$ cat src/rtl/mult_div_unit_if.sv
// Handshake and result bundle between the EX-stage operand muxes and the
// iterative multiply/divide unit. The master side drives requests; the unit
// (slave) returns the architectural HI/LO values and its busy/done status.
interface mult_div_unit_if #(
   parameter int WIDTH = 32
);
   logic             start;
   logic [2:0]       op;
   logic [WIDTH-1:0] rs_val;
   logic [WIDTH-1:0] rt_val;
   logic             flush;
   logic [WIDTH-1:0] hi;
   logic [WIDTH-1:0] lo;
   logic             busy;
   logic             done;

   modport master (
      output start, op, rs_val, rt_val, flush,
      input  hi, lo, busy, done
   );

   modport slave (
      input  start, op, rs_val, rt_val, flush,
      output hi, lo, busy, done
   );
endinterface

$ cat src/rtl/mult_div_unit.sv
// Iterative multiply/divide unit with the architectural HI/LO registers.
// MULT/MULTU use a radix-2 shift-add over operand magnitudes, DIV/DIVU use
// restoring division; signs are re-applied in a single FIX cycle. MTHI/MTLO
// write HI/LO directly from IDLE with one-edge latency.
module mult_div_unit #(
   parameter int WIDTH = 32
) (
   input logic            clk,
   input logic            rst_n,
   mult_div_unit_if.slave bus
);
   localparam int                 CW        = $clog2(WIDTH);
   localparam logic [CW-1:0]      LAST_ITER = CW'(WIDTH - 1);
   localparam logic [2:0]         OP_MTHI   = 3'd4;
   localparam logic [2:0]         OP_MTLO   = 3'd5;
   localparam logic [WIDTH-1:0]   ONE_W     = {{(WIDTH-1){1'b0}}, 1'b1};
   localparam logic [2*WIDTH-1:0] ONE_2W    = {{(2*WIDTH-1){1'b0}}, 1'b1};
   localparam logic [WIDTH-1:0]   ALL_ONES  = '1;

   typedef enum logic [1:0] {
      IDLE = 2'd0,
      CALC = 2'd1,
      FIX  = 2'd2
   } state_t;

   // Two's-complement negate when requested; used for magnitudes and sign fix.
   function automatic logic [WIDTH-1:0] cond_neg(input logic [WIDTH-1:0] v,
                                                 input logic neg);
      return neg ? ((~v) + ONE_W) : v;
   endfunction

   function automatic logic [2*WIDTH-1:0] cond_neg_wide(input logic [2*WIDTH-1:0] v,
                                                        input logic neg);
      return neg ? ((~v) + ONE_2W) : v;
   endfunction

   state_t                  state, state_nxt;
   logic [CW-1:0]           iter_cnt;
   logic [WIDTH-1:0]        hi_q, lo_q;
   logic                    done_q;

   // Operand / iteration datapath (not reset: only meaningful after accept)
   logic                    is_div, sign_a, sign_b, div_zero;
   logic [WIDTH-1:0]        acc_hi, acc_lo, opnd_m, rs_raw;

   logic signed [WIDTH-1:0] rs_s, rt_s;
   logic                    accept, rs_neg, rt_neg;
   logic [WIDTH:0]          mul_sum, div_trial;
   logic [WIDTH-1:0]        step_hi, step_lo;
   logic [2*WIDTH-1:0]      prod_fix;
   logic [WIDTH-1:0]        quo_fix, rem_fix;

   assign rs_s   = bus.rs_val;
   assign rt_s   = bus.rt_val;
   // op 0..3 are the iterative ops; op[0]=1 selects the unsigned variant.
   assign accept = (state == IDLE) && bus.start && !bus.op[2];
   assign rs_neg = !bus.op[0] && (rs_s < 0);
   assign rt_neg = !bus.op[0] && (rt_s < 0);

   assign bus.hi   = hi_q;
   assign bus.lo   = lo_q;
   assign bus.busy = (state == CALC) || (state == FIX);
   assign bus.done = done_q;

   // State register.
   always_ff @(posedge clk or negedge rst_n) begin
      if (!rst_n) state <= IDLE;
      else        state <= state_nxt;
   end

   // Next-state logic; flush always wins over finishing the operation.
   always_comb begin
      state_nxt = state;
      unique case (state)
         IDLE:    if (accept) state_nxt = CALC;
         CALC:    if (bus.flush) state_nxt = IDLE;
                  else if (iter_cnt == LAST_ITER) state_nxt = FIX;
         FIX:     state_nxt = IDLE;
         default: state_nxt = IDLE;
      endcase
   end

   // One multiply or divide step on the magnitude registers.
   always_comb begin
      mul_sum   = {1'b0, acc_hi} + (acc_lo[0] ? {1'b0, opnd_m} : '0);
      div_trial = {acc_hi, acc_lo[WIDTH-1]} - {1'b0, opnd_m};
      if (is_div) begin
         // Restoring step: keep the difference only if it did not borrow.
         step_hi = div_trial[WIDTH] ? {acc_hi[WIDTH-2:0], acc_lo[WIDTH-1]}
                                    : div_trial[WIDTH-1:0];
         step_lo = {acc_lo[WIDTH-2:0], ~div_trial[WIDTH]};
      end else begin
         // Shift-add: partial product in acc_hi, multiplier drains from acc_lo.
         step_hi = mul_sum[WIDTH:1];
         step_lo = {mul_sum[0], acc_lo[WIDTH-1:1]};
      end
   end

   // Sign fix applied to the finished magnitudes.
   always_comb begin
      prod_fix = cond_neg_wide({acc_hi, acc_lo}, sign_a ^ sign_b);
      quo_fix  = cond_neg(acc_lo, sign_a ^ sign_b);
      rem_fix  = cond_neg(acc_hi, sign_a);
   end

   // Operand capture on accept, then one iteration per CALC cycle.
   always_ff @(posedge clk) begin
      if (accept) begin
         is_div   <= bus.op[1];
         sign_a   <= rs_neg;
         sign_b   <= rt_neg;
         div_zero <= bus.op[1] && (bus.rt_val == '0);
         rs_raw   <= bus.rs_val;
         acc_hi   <= '0;
         acc_lo   <= cond_neg(bus.rs_val, rs_neg);
         opnd_m   <= cond_neg(bus.rt_val, rt_neg);
      end else if (state == CALC) begin
         acc_hi   <= step_hi;
         acc_lo   <= step_lo;
      end
   end

   // Architectural HI/LO, iteration counter and the done pulse.
   always_ff @(posedge clk or negedge rst_n) begin
      if (!rst_n) begin
         hi_q     <= '0;
         lo_q     <= '0;
         done_q   <= 1'b0;
         iter_cnt <= '0;
      end else begin
         done_q <= 1'b0;
         unique case (state)
            IDLE: begin
               iter_cnt <= '0;
               if (bus.start && bus.op == OP_MTHI) hi_q <= bus.rs_val;
               if (bus.start && bus.op == OP_MTLO) lo_q <= bus.rs_val;
            end
            CALC: begin
               if (!bus.flush) iter_cnt <= iter_cnt + 1'b1;
            end
            FIX: begin
               if (!bus.flush) begin
                  done_q <= 1'b1;
                  if (div_zero) begin
                     hi_q <= rs_raw;
                     lo_q <= ALL_ONES;
                  end else if (is_div) begin
                     hi_q <= rem_fix;
                     lo_q <= quo_fix;
                  end else begin
                     {hi_q, lo_q} <= prod_fix;
                  end
               end
            end
            default: iter_cnt <= '0;
         endcase
      end
   end
endmodule

$ cat src/flat_wrapper.sv
// flat-port wrapper written by rule: the top's interface ports become plain ports
module mult_div_unit_flat 
#(
   parameter int WIDTH = 32
)
  (clk, rst_n, bus_start, bus_op, bus_rs_val, bus_rt_val, bus_flush, bus_hi, bus_lo, bus_busy, bus_done);
  mult_div_unit_if #(.WIDTH(WIDTH)) bus_i ();
  input logic clk;
  input logic rst_n;
  input wire logic [$bits(bus_i.start)-1:0] bus_start;
  input wire logic [$bits(bus_i.op)-1:0] bus_op;
  input wire logic [$bits(bus_i.rs_val)-1:0] bus_rs_val;
  input wire logic [$bits(bus_i.rt_val)-1:0] bus_rt_val;
  input wire logic [$bits(bus_i.flush)-1:0] bus_flush;
  output wire logic [$bits(bus_i.hi)-1:0] bus_hi;
  output wire logic [$bits(bus_i.lo)-1:0] bus_lo;
  output wire logic [$bits(bus_i.busy)-1:0] bus_busy;
  output wire logic [$bits(bus_i.done)-1:0] bus_done;
  assign bus_i.start = bus_start;
  assign bus_i.op = bus_op;
  assign bus_i.rs_val = bus_rs_val;
  assign bus_i.rt_val = bus_rt_val;
  assign bus_i.flush = bus_flush;
  assign bus_hi = bus_i.hi;
  assign bus_lo = bus_i.lo;
  assign bus_busy = bus_i.busy;
  assign bus_done = bus_i.done;
  mult_div_unit #(.WIDTH(WIDTH)) u_core (.clk(clk), .rst_n(rst_n), .bus(bus_i));
endmodule
$ cat config.mk
export PLATFORM = sky130hd
export DESIGN_NAME = mult_div_unit_flat
export DESIGN_NICKNAME = d
export VERILOG_FILES = /design/src/rtl/mult_div_unit_if.sv /design/src/rtl/mult_div_unit.sv /design/src/flat_wrapper.sv
export SDC_FILE = /design/constraint.sdc
export NUM_CORES = 1
export LEC_CHECK = 0
export BUFFER_PORTS_ARGS = -buffer_cell sky130_fd_sc_hd__buf_2
export CAP_MARGIN = 25
export CORE_MARGIN = 2
export CORE_UTILIZATION = 55
export CTS_CLUSTER_DIAMETER = 30
export DETAILED_ROUTE_END_ITERATION = 7
export GPL_TIMING_DRIVEN = 0
export PLACE_DENSITY = 0.84
export SETUP_SLACK_MARGIN = 0.1
export SKIP_LAST_GASP = 1
export SLEW_MARGIN = 20
export SYNTH_ARGS = -nofsm -noshare
export SYNTH_HDL_FRONTEND = slang
export SYNTH_SLANG_ARGS = --single-unit
$ cat constraint.sdc
create_clock -name clk -period 4 [get_ports clk]
set_input_delay 0.8 -clock clk [delete_from_list [all_inputs] [get_ports clk]]
set_output_delay 0.8 -clock clk [all_outputs]
set_load 0.02 [all_outputs]
==> results.toml, run 1 <==
[status]
outcome = "completed"

[grt]
grt_pass1_vias = 14706
antenna_found_initial = 0
grt_usage = 0.3611
grt_pass1_wl_um = 81790
grt_max_degree = 60
grt-ovfl-total = 0

[place]
io_buffers = 135
dp_cells = 2373
place_congestion = 1.029
place_area_um2 = 16740
dp_hpwl_um = 41720

[worst_setup_path]
critPathRequiredTime_ns = 4.38
reg2reg_from = "u_core.acc_lo[31]"
worstPathArrival_ns = 4.20
path_class = "register to register"
crit_buf_inv = 3
cpMaxStageDelayCell = "edfxtp_1"
cp_top_family = "compound AO/OA/AOI/OAI gates"
r2r_slack_ns = 0.19
crit_chain = "inv_1, ha_1, fa_1, nor2b_1, o31a_1, o2111ai_2, a21oi_2, nor4b_1, nand4b_1, buf_4, buf_2, o211ai_1, a21boi_0, o22ai_1"
r2r-end = "u_core.acc_hi[0]"
worst_path_largest_cell_delay_ns = 0.48
ff2ff_path_depth = 14
worst-path-max-fanout = 10
crit_path_end_kind = "register"
cp-start-kind = "register"

[cts]
ctsHtreeMaxLevel = 2
clkTransAtPathRegs_ns = 0.05
root_buffer = "clkbuf_16"
cts.sinks = 204
clk_latency_ns = 0.55
cts_buffer_depth = 3
hold_buffers = 0
tritoncts = "built"
numCtsBuffers = 46

[timing]
grt_setup_unrepaired = "false"
finalClockSkew_ns = 0.01820
period_minus_slack_ns = 3.811
worstMarginPinSlew_ns = 0.9467
hold_viol = 0
clock.fmax_ghz = 0.2624
setup_viol = 0
fin_hold_ws_ns = 0.1145
maxSlewHeadroom = 0.3622
post-route-period-util = 0.9528
report.final.slew_viol_count = 0

[routing]
vias = 15664
ant_nets = 0
wl_um = 54380
vias_per_cell = 6.352
drc = 0
drt_pass1_iterations = 7
drt-initial-drc-count = 2029
wl_per_cell_um = 22.05

[synthesis]
ys_seq_elements = 204
synth_top_area_frac = 0.1933
ys_async_sr_fraction = 0.3529
synth_nets = 2004
yosysTopAreaCell = "edfxtp_1"
synthCells = 1858
ys_types = 90
synth_area_leaders = "edfxtp_1, dfrtp_1, o21ai_0, ha_1, xnor2_1"
synth_edf_count = 100
syn-cell-area_um2 = 15530
synth_ff_type = "edfxtp_1"
ys_warn_count = 0
syn_avg_cell_area_um2 = 8.360
yosysSeqAreaShare = 0.3506

[final_layout]
final_util = 0.6633
fin_nets = 2195
drive_above_1_share = 0.1394
final_area_um2 = 18430
register_area_um2 = 5446
area_growth_pct = 18.64
fill_cells = 2375
finalNonFillerCells = 2466
multiInputGateArea_um2 = 9369

[power_and_ir_drop]
ir_drop_v = 0.0004070
p_leak_nw = 7.782
finalPower_mw = 15.64
powerDensity_nw_per_um2 = 848.7

[die]
rows = 61
dieWidth_um = 172.1
core_area_um2 = 27780
die_area_um2 = 29600
start_util = 0.5591
fp.dieH_um = 172.1
io_pins = 137

[run]
max_cap_viol_count = 0

[min_path]
min_path_type = "input pin to asynchronous set/reset pin"
[layout by cell type (no fill, tap or decap), types with 31 or more instances in the layout]
| master | instances |
|---|---|
| mux2i_1 | 44 |
| o21ai_0 | 187 |
| edfxtp_1 | 100 |
| nand2_1 | 200 |
| xor2_1 | 69 |
| o22ai_1 | 48 |
| a21oi_1 | 153 |
| buf_2 | 142 |
| xnor2_1 | 100 |
| a21o_1 | 31 |
| nor2_1 | 174 |
| clkbuf_16 | 49 |
| nor3_1 | 49 |
| inv_1 | 72 |
| dfxtp_1 | 31 |
| clkbuf_1 | 70 |
| dfrtp_1 | 72 |
| ha_1 | 73 |
[cell families (layout without fill, tap and decap cells)]
group           after synthesis  in the layout  share of synthesized area
compound gates              602            602                     0.2367
simple gates                585            585                     0.1755
flops                       204            204                     0.3506
buf+inv                     175            404                    0.04930
xor+xnor                    169            169                    0.09530
fa+ha+maj                    75             75                    0.06138
mux                          48             48                    0.03125
other cells                   0              1                          0
[registers in the layout, summed over array words and instances (netlist names)]
name             flops
u_core.acc_hi       32
u_core.acc_lo       32
u_core.bus.hi       32
u_core.bus.lo       32
u_core.opnd_m       32
u_core.rs_raw       32
u_core.iter_cnt      5
u_core.state         2
u_core.bus.done      1
u_core.div_zero      1
u_core.is_div        1
u_core.sign_a        1
u_core.sign_b        1
[timing repair]
action                                  in CTS  in global routing
endpoints found under the hold margin        0                  0
pin swaps                                    0                  2
buffers inserted                             1                  6
endpoints found under the setup margin      18                 22
gates resized for setup                      7                 12
[routing by layer]
metal,GRT usage,wire length (um)
met5,0,0
met4,0.2316,3814
met3,0.06134,5240
met2,0.5760,23860
met1,0.4546,21470
[worst max-delay path by stage]
stage	to	depth (start not counted)	slack (ns)	startpoint
after floorplan	u_core.acc_hi[30]	14	0.65	u_core.acc_lo[0]
after global placement	u_core.acc_hi[30]	14	-0.54	u_core.acc_lo[0]
after detailed placement	u_core.acc_hi[30]	14	-0.52	u_core.acc_lo[0]
after CTS	u_core.acc_hi[29]	14	0.13	u_core.acc_lo[0]
after global routing	u_core.acc_hi[29]	15	0.03	u_core.acc_lo[0]
final	u_core.acc_hi[0]	14	0.19	u_core.acc_lo[31]
[synth_stat cells (all sizes together), types with 3 or more instances]
| cell | instances |
|---|---|
| nand2 | 201 |
| o21ai | 200 |
| nor2 | 175 |
| a21oi | 155 |
| edfxtp | 100 |
| xnor2 | 100 |
| clkbuf | 74 |
| ha | 73 |
| inv | 73 |
| dfrtp | 72 |
| xor2 | 69 |
| nor3 | 51 |
| o22ai | 48 |
| mux2i | 44 |
| dfxtp | 32 |
| a21o | 31 |
| a31oi | 26 |
| buf | 26 |
| nand3 | 26 |
| or3 | 20 |
| o211ai | 19 |
| a211oi | 18 |
| and3 | 18 |
| nor4 | 16 |
| o31ai | 15 |
| o21a | 14 |
| or4 | 14 |
| nand2b | 13 |
| o41ai | 13 |
| and2 | 10 |
| nor2b | 10 |
| nand4 | 9 |
| o21bai | 9 |
| a221oi | 8 |
| or2 | 8 |
| a31o | 4 |
| mux2 | 4 |
| nand4b | 4 |
| o221ai | 4 |
| o31a | 4 |
| a2111oi | 3 |
| a21boi | 3 |
| nor3b | 3 |
| o2111ai | 3 |
| o211a | 3 |
[report_power, final]
group          internal (mW)  switching (mW)
clock network           2.49            1.29
logic                   2.96            4.94
registers               3.06           0.893
total                   8.51            7.13
[through the flow]
step / worst slack [ns] / setup TNS [ns]
2_1_floorplan: 0.6499 / 0
3_3_place_gp: -0.5440 / -9.119
3_5_place_dp: -0.5155 / -2.506
4_1_cts: 0.1285 / 0
5_1_grt: 0.03400 / 0
6_report: 0.1889 / 0
[cell type report]
cell class / count / area share
multi-input cells: 1479 / 0.5084
repair buffers: 144 / 0.04223
diodes: 1 / 0.0001358
flip-flops and latches: 204 / 0.2956
plain buffers: 100 / 0.02696
well taps: 378 / 0.02567
inverters: 74 / 0.01528
clock buffers: 57 / 0.06926
clock inverters: 29 / 0.01650
No activity file was read; power rests on OpenSTA's default activity.
==> run 2: changes to the inputs <==
- REMOVE_ABC_BUFFERS: not set -> 1
==> run 2 against run 1 <==
  * Critical path depth fell by 2
  * Register-to-register slack barely moved
  * Clock-buffer cell count rose by 5
  * Die area did not move
  * Combinational power fell by 6.1%
==> results.toml, run 2 (same netlist as run 1, synthesis figures left out) <==
[routing]
drt-initial-drc-count = 1909
wl_um = 47940
wl_per_cell_um = 20.03
vias = 15381
drt_pass1_iterations = 7
vias_per_cell = 6.427
ant_nets = 0
drc = 0

[timing]
finalClockSkew_ns = 0.02598
period_minus_slack_ns = 3.820
setup_viol = 0
grt_setup_unrepaired = "true"
maxSlewHeadroom = 0.2835
post-route-period-util = 0.9551
worstMarginPinSlew_ns = 1.064
clock.fmax_ghz = 0.2618
hold_viol = 0
fin_ws_ns = 0.1798
report.final.slew_viol_count = 0

[die]
fp.dieH_um = 172.1
start_util = 0.5591
dieWidth_um = 172.1
io_pins = 137
die_area_um2 = 29600
rows = 61
core_area_um2 = 27780

[cts]
hold_buffers = 0
root_buffer = "clkbuf_16"
tritoncts = "built"
cts_buffer_depth = 3
cts.sinks = 204
ctsHtreeMaxLevel = 2
clkTransAtPathRegs_ns = 0.05
numCtsBuffers = 50
clk_latency_ns = 0.56

[grt]
grt_pass1_vias = 14670
antenna_found_initial = 1
grt-ovfl-total = 0
grt_max_degree = 102
grt_pass1_wl_um = 76030
grt_usage = 0.3213

[worst_setup_path]
crit_path_end_kind = "register"
worst-path-max-fanout = 16
critPathRequiredTime_ns = 4.47
r2r_slack_ns = 0.18
crit_start = "u_core.acc_lo[0]"
reg2reg_from = "u_core.acc_lo[0]"
cp-start-kind = "register"
worstPathArrival_ns = 4.29
path_class = "register to register"

[place]
dp_hpwl_um = 33330
dp_cells = 2288
io_buffers = 136
place_area_um2 = 16560
place_congestion = 0.9569
pre_cts_ws_ns = -0.3787

[power_and_ir_drop]
powerDensity_nw_per_um2 = 846.0
finalPower_mw = 15.60
p_leak_nw = 7.797
ir_drop_v = 0.0005284

[final_layout]
finalNonFillerCells = 2393
drive_above_1_share = 0.1480
register_area_um2 = 5445
multiInputGateArea_um2 = 9419
fin_nets = 2118
final_area_um2 = 18440
area_growth_pct = 18.73
mostFrequentLayoutCell = "nand2_1"
fill_cells = 2214
final_cell_mix = "nand2_1, o21ai_0, nor2_1"

[status]
outcome = "completed"

[min_path]
min_path_type = "input pin to asynchronous set/reset pin"

[run]
max_cap_viol_count = 0
-- run 2: changes by cell type in the layout (fill, tap and decap cells not counted), sizes merged --
cell,delta
clkinv,+7
clkbuf,-69
buf,-7
bufinv,+4
inv,-8
dlygate4sd1,-1
clkinvlp,+1
-- run 2: layout make-up --
class / instances / area share
inverter: 74 / 0.01554
antenna: 1 / 0.0001357
multi-input combinational: 1479 / 0.5108
tap: 378 / 0.02565
clock buffer: 62 / 0.07355
clock inverter: 32 / 0.02144
sequential: 204 / 0.2953
timing repair inverter: 1 / 0.0002714
timing repair buffer: 162 / 0.05740
-- run 2: routing by layer --
layer | vias up | wire, um | track usage
met2 | 893 | 22260 | 0.5167
met4 | 0 | 1804 | 0.1304
met1 | 7292 | 19400 | 0.4335
met3 | 156 | 4476 | 0.05150
met5 | - | 0 | 0
li1 | 7040 | - | -
-- run 2: what timing repair did --
item / CTS / global route
gates resized for setup: 2 / 11
gates cloned: 1 / 0
pin swaps: 0 / 1
endpoints found under the setup margin: 36 / 21
setup buffers: 7 / 2
-- run 2: per-stage QoR --
step           setup TNS, ns  utilization  hold slack (ns)
3_5_place_dp          -3.908       0.5960           0.4649
6_report                   0       0.6638           0.1500
5_1_grt                    0       0.6637           0.1714
2_1_floorplan         -11.52            -           0.4816
3_3_place_gp         -323.62       0.5830           0.4566
4_1_cts                    0       0.6615           0.1525
-- run 2: final timing paths --
check                                          to  depth (start not counted)
worst max register to register   u_core.bus.hi[8]                         12
max in group asynchronous       u_core.bus.hi[26]                          2
worst max-delay path             u_core.bus.hi[8]                         12
worst min-delay path             u_core.bus.lo[6]                          1
min in group clk                    u_core.is_div                          1
worst min register to register  u_core.bus.lo[10]                          2
-- run 2: critical path: stages (launching register included) --
cell and delay (ns):
edfxtp_1 0.35, buf_4 0.18, clkinvlp_2 0.55, ha_1 0.37, nand2_1 0.25, nor3_4 0.56, nand3_1 0.27, nand2_1 0.30
o21ai_0 0.18, xnor2_1 0.18, o211ai_1 0.20, o21ai_0 0.17, o21ai_0 0.17
-- run 2: where the power goes --
part	switching (mW)	internal [mW]	total [mW]
clock	1.30	2.85	4.16
combinational	4.45	2.97	7.42
sequential	0.956	3.06	4.02
==> run 3: changes to the inputs <==
- PLACE_DENSITY: 0.84 -> not set
- PLACE_DENSITY_LB_ADDON: not set -> 0.25
==> run 3 against run 2 <==
  * Worst setup slack better by 0.017 ns
  * Non-clock buffer count is 8 higher
  * First-iteration DRC count is 20% lower
  * Clock power is 1% lower
  * Flip-flop and latch count stayed put
  * Maximum frequency is 0.44% higher
  * Critical path type unchanged
==> results.toml, run 3 (same netlist as run 1, synthesis figures left out) <==
[die]
rows = 61
core_area_um2 = 27780
start_util = 0.5591
die_area_um2 = 29600
fp.dieH_um = 172.1
io_pins = 137
dieWidth_um = 172.1

[power_and_ir_drop]
p_leak_nw = 7.803
ir_drop_v = 0.0004572
powerDensity_nw_per_um2 = 839.9

[worst_setup_path]
critPathRequiredTime_ns = 4.42
cp_top_family = "simple AND/OR/NAND/NOR gates"
worstPathArrival_ns = 4.22
cpMaxStageDelayCell = "nor3_1"
worst_path_largest_cell_delay_ns = 0.65
path_class = "register to register"
cp-start-kind = "register"
crit_buf_inv = 0
crit_chain = "nor3_1, nand4b_1, nor3_4, and3_1, nor2_1, nor2_2, a31oi_1, xnor2_1, a222oi_1, o21ai_1"
crit_path_end_kind = "register"
worst-path-max-fanout = 9

[routing]
wl_um = 47950
vias = 15063
drt_pass1_iterations = 7
wl_per_cell_um = 20.00
vias_per_cell = 6.284
drc = 0
ant_nets = 0
drt-initial-drc-count = 1534

[final_layout]
mostFrequentLayoutCell = "nand2_1"
area_growth_pct = 18.79
final_cell_mix = "nand2_1, o21ai_0, nor2_1"
fin_nets = 2125
insertedDiodeCount = 0
drive_above_1_share = 0.1511
final_util = 0.6641
fill_cells = 2362

[cts]
cts_buffer_depth = 3
clk_latency_ns = 0.55
root_buffer = "clkbuf_16"
tritoncts = "built"
cts.sinks = 204
ctsHtreeMaxLevel = 2
clkTransAtPathRegs_ns = 0.05
numCtsBuffers = 50

[place]
io_buffers = 136
pre_cts_ws_ns = -0.3604
dp_hpwl_um = 34030
place_congestion = 0.9492

[timing]
period_minus_slack_ns = 3.803
worstMarginPinSlew_ns = 1.068
finalClockSkew_ns = 0.02431
fin_ws_ns = 0.1966
setup_tns_ns = 0
grt_setup_unrepaired = "false"
post-route-period-util = 0.9508
maxSlewHeadroom = 0.2802
clock.fmax_ghz = 0.2629
report.final.slew_viol_count = 0
fin_hold_ws_ns = 0.1625
setup_viol = 0
hold_viol = 0

[min_path]
min_path_type = "input pin to asynchronous set/reset pin"

[grt]
grt_usage = 0.3186
grt_pass1_wl_um = 75150
grt_max_degree = 73
antenna_found_initial = 1
grt-ovfl-total = 0
grt_pass1_vias = 14141

[run]
max_cap_viol_count = 0

[status]
outcome = "completed"
## run 3: layer usage
metal	up-vias	track usage	share of wire
li1	7038	-	-
met1	7217	0.4435	0.43
met2	717	0.5118	0.47
met3	91	0.04440	0.081
met4	0	0.1060	0.025
met5	-	0	0
## run 3: power by group
group	total [mW]	leakage [nW]	internal, mW	switching (mW)
clock	4.10	0.828	2.81	1.30
combinational	7.39	4.86	2.99	4.39
sequential	4.01	2.12	3.06	0.946
## run 3: worst paths after layout
check	start	to	slack, ns	cells past startpoint
max in group asynchronous	rst_n	u_core.bus.hi[29]	3.27	2
setup / recovery	u_core.acc_lo[4]	u_core.bus.hi[31]	0.20	10
min in group clk	bus_op[1]	u_core.is_div	0.45	1
setup reg to reg	u_core.acc_lo[4]	u_core.bus.hi[31]	0.20	10
hold / removal	rst_n	u_core.bus.lo[2]	0.16	1
hold reg to reg	u_core.bus.lo[12]	u_core.bus.lo[12]	0.47	2
## run 3: through the flow
step           power [mW]  instance area (um2)  std cells
2_1_floorplan       8.960                15040       1757
3_3_place_gp        10.70                16200       2271
3_5_place_dp        11.08                16580       2292
4_1_cts             15.29                18340       2387
5_1_grt             16.47                18450       2397
6_report            15.50                18450       2397
## run 3: what timing repair did
item / CTS / global route
hold buffers: 0 / 0
setup endpoints to repair: 43 / 28
pin swaps: 0 / 3
gates cloned: 0 / 0
resized for setup: 7 / 9
buffers inserted: 3 / 9
## run 3: layout make-up
type                    count  area [um2]  area share
multi-input cells        1479        9415      0.5103
inverters                  74       286.5     0.01553
repair buffers            170        1116     0.06049
flip-flops and latches    204        5448      0.2953
well taps                 378       473.0     0.02563
clock buffers              60        1329     0.07202
clock inverters            32       382.9     0.02075
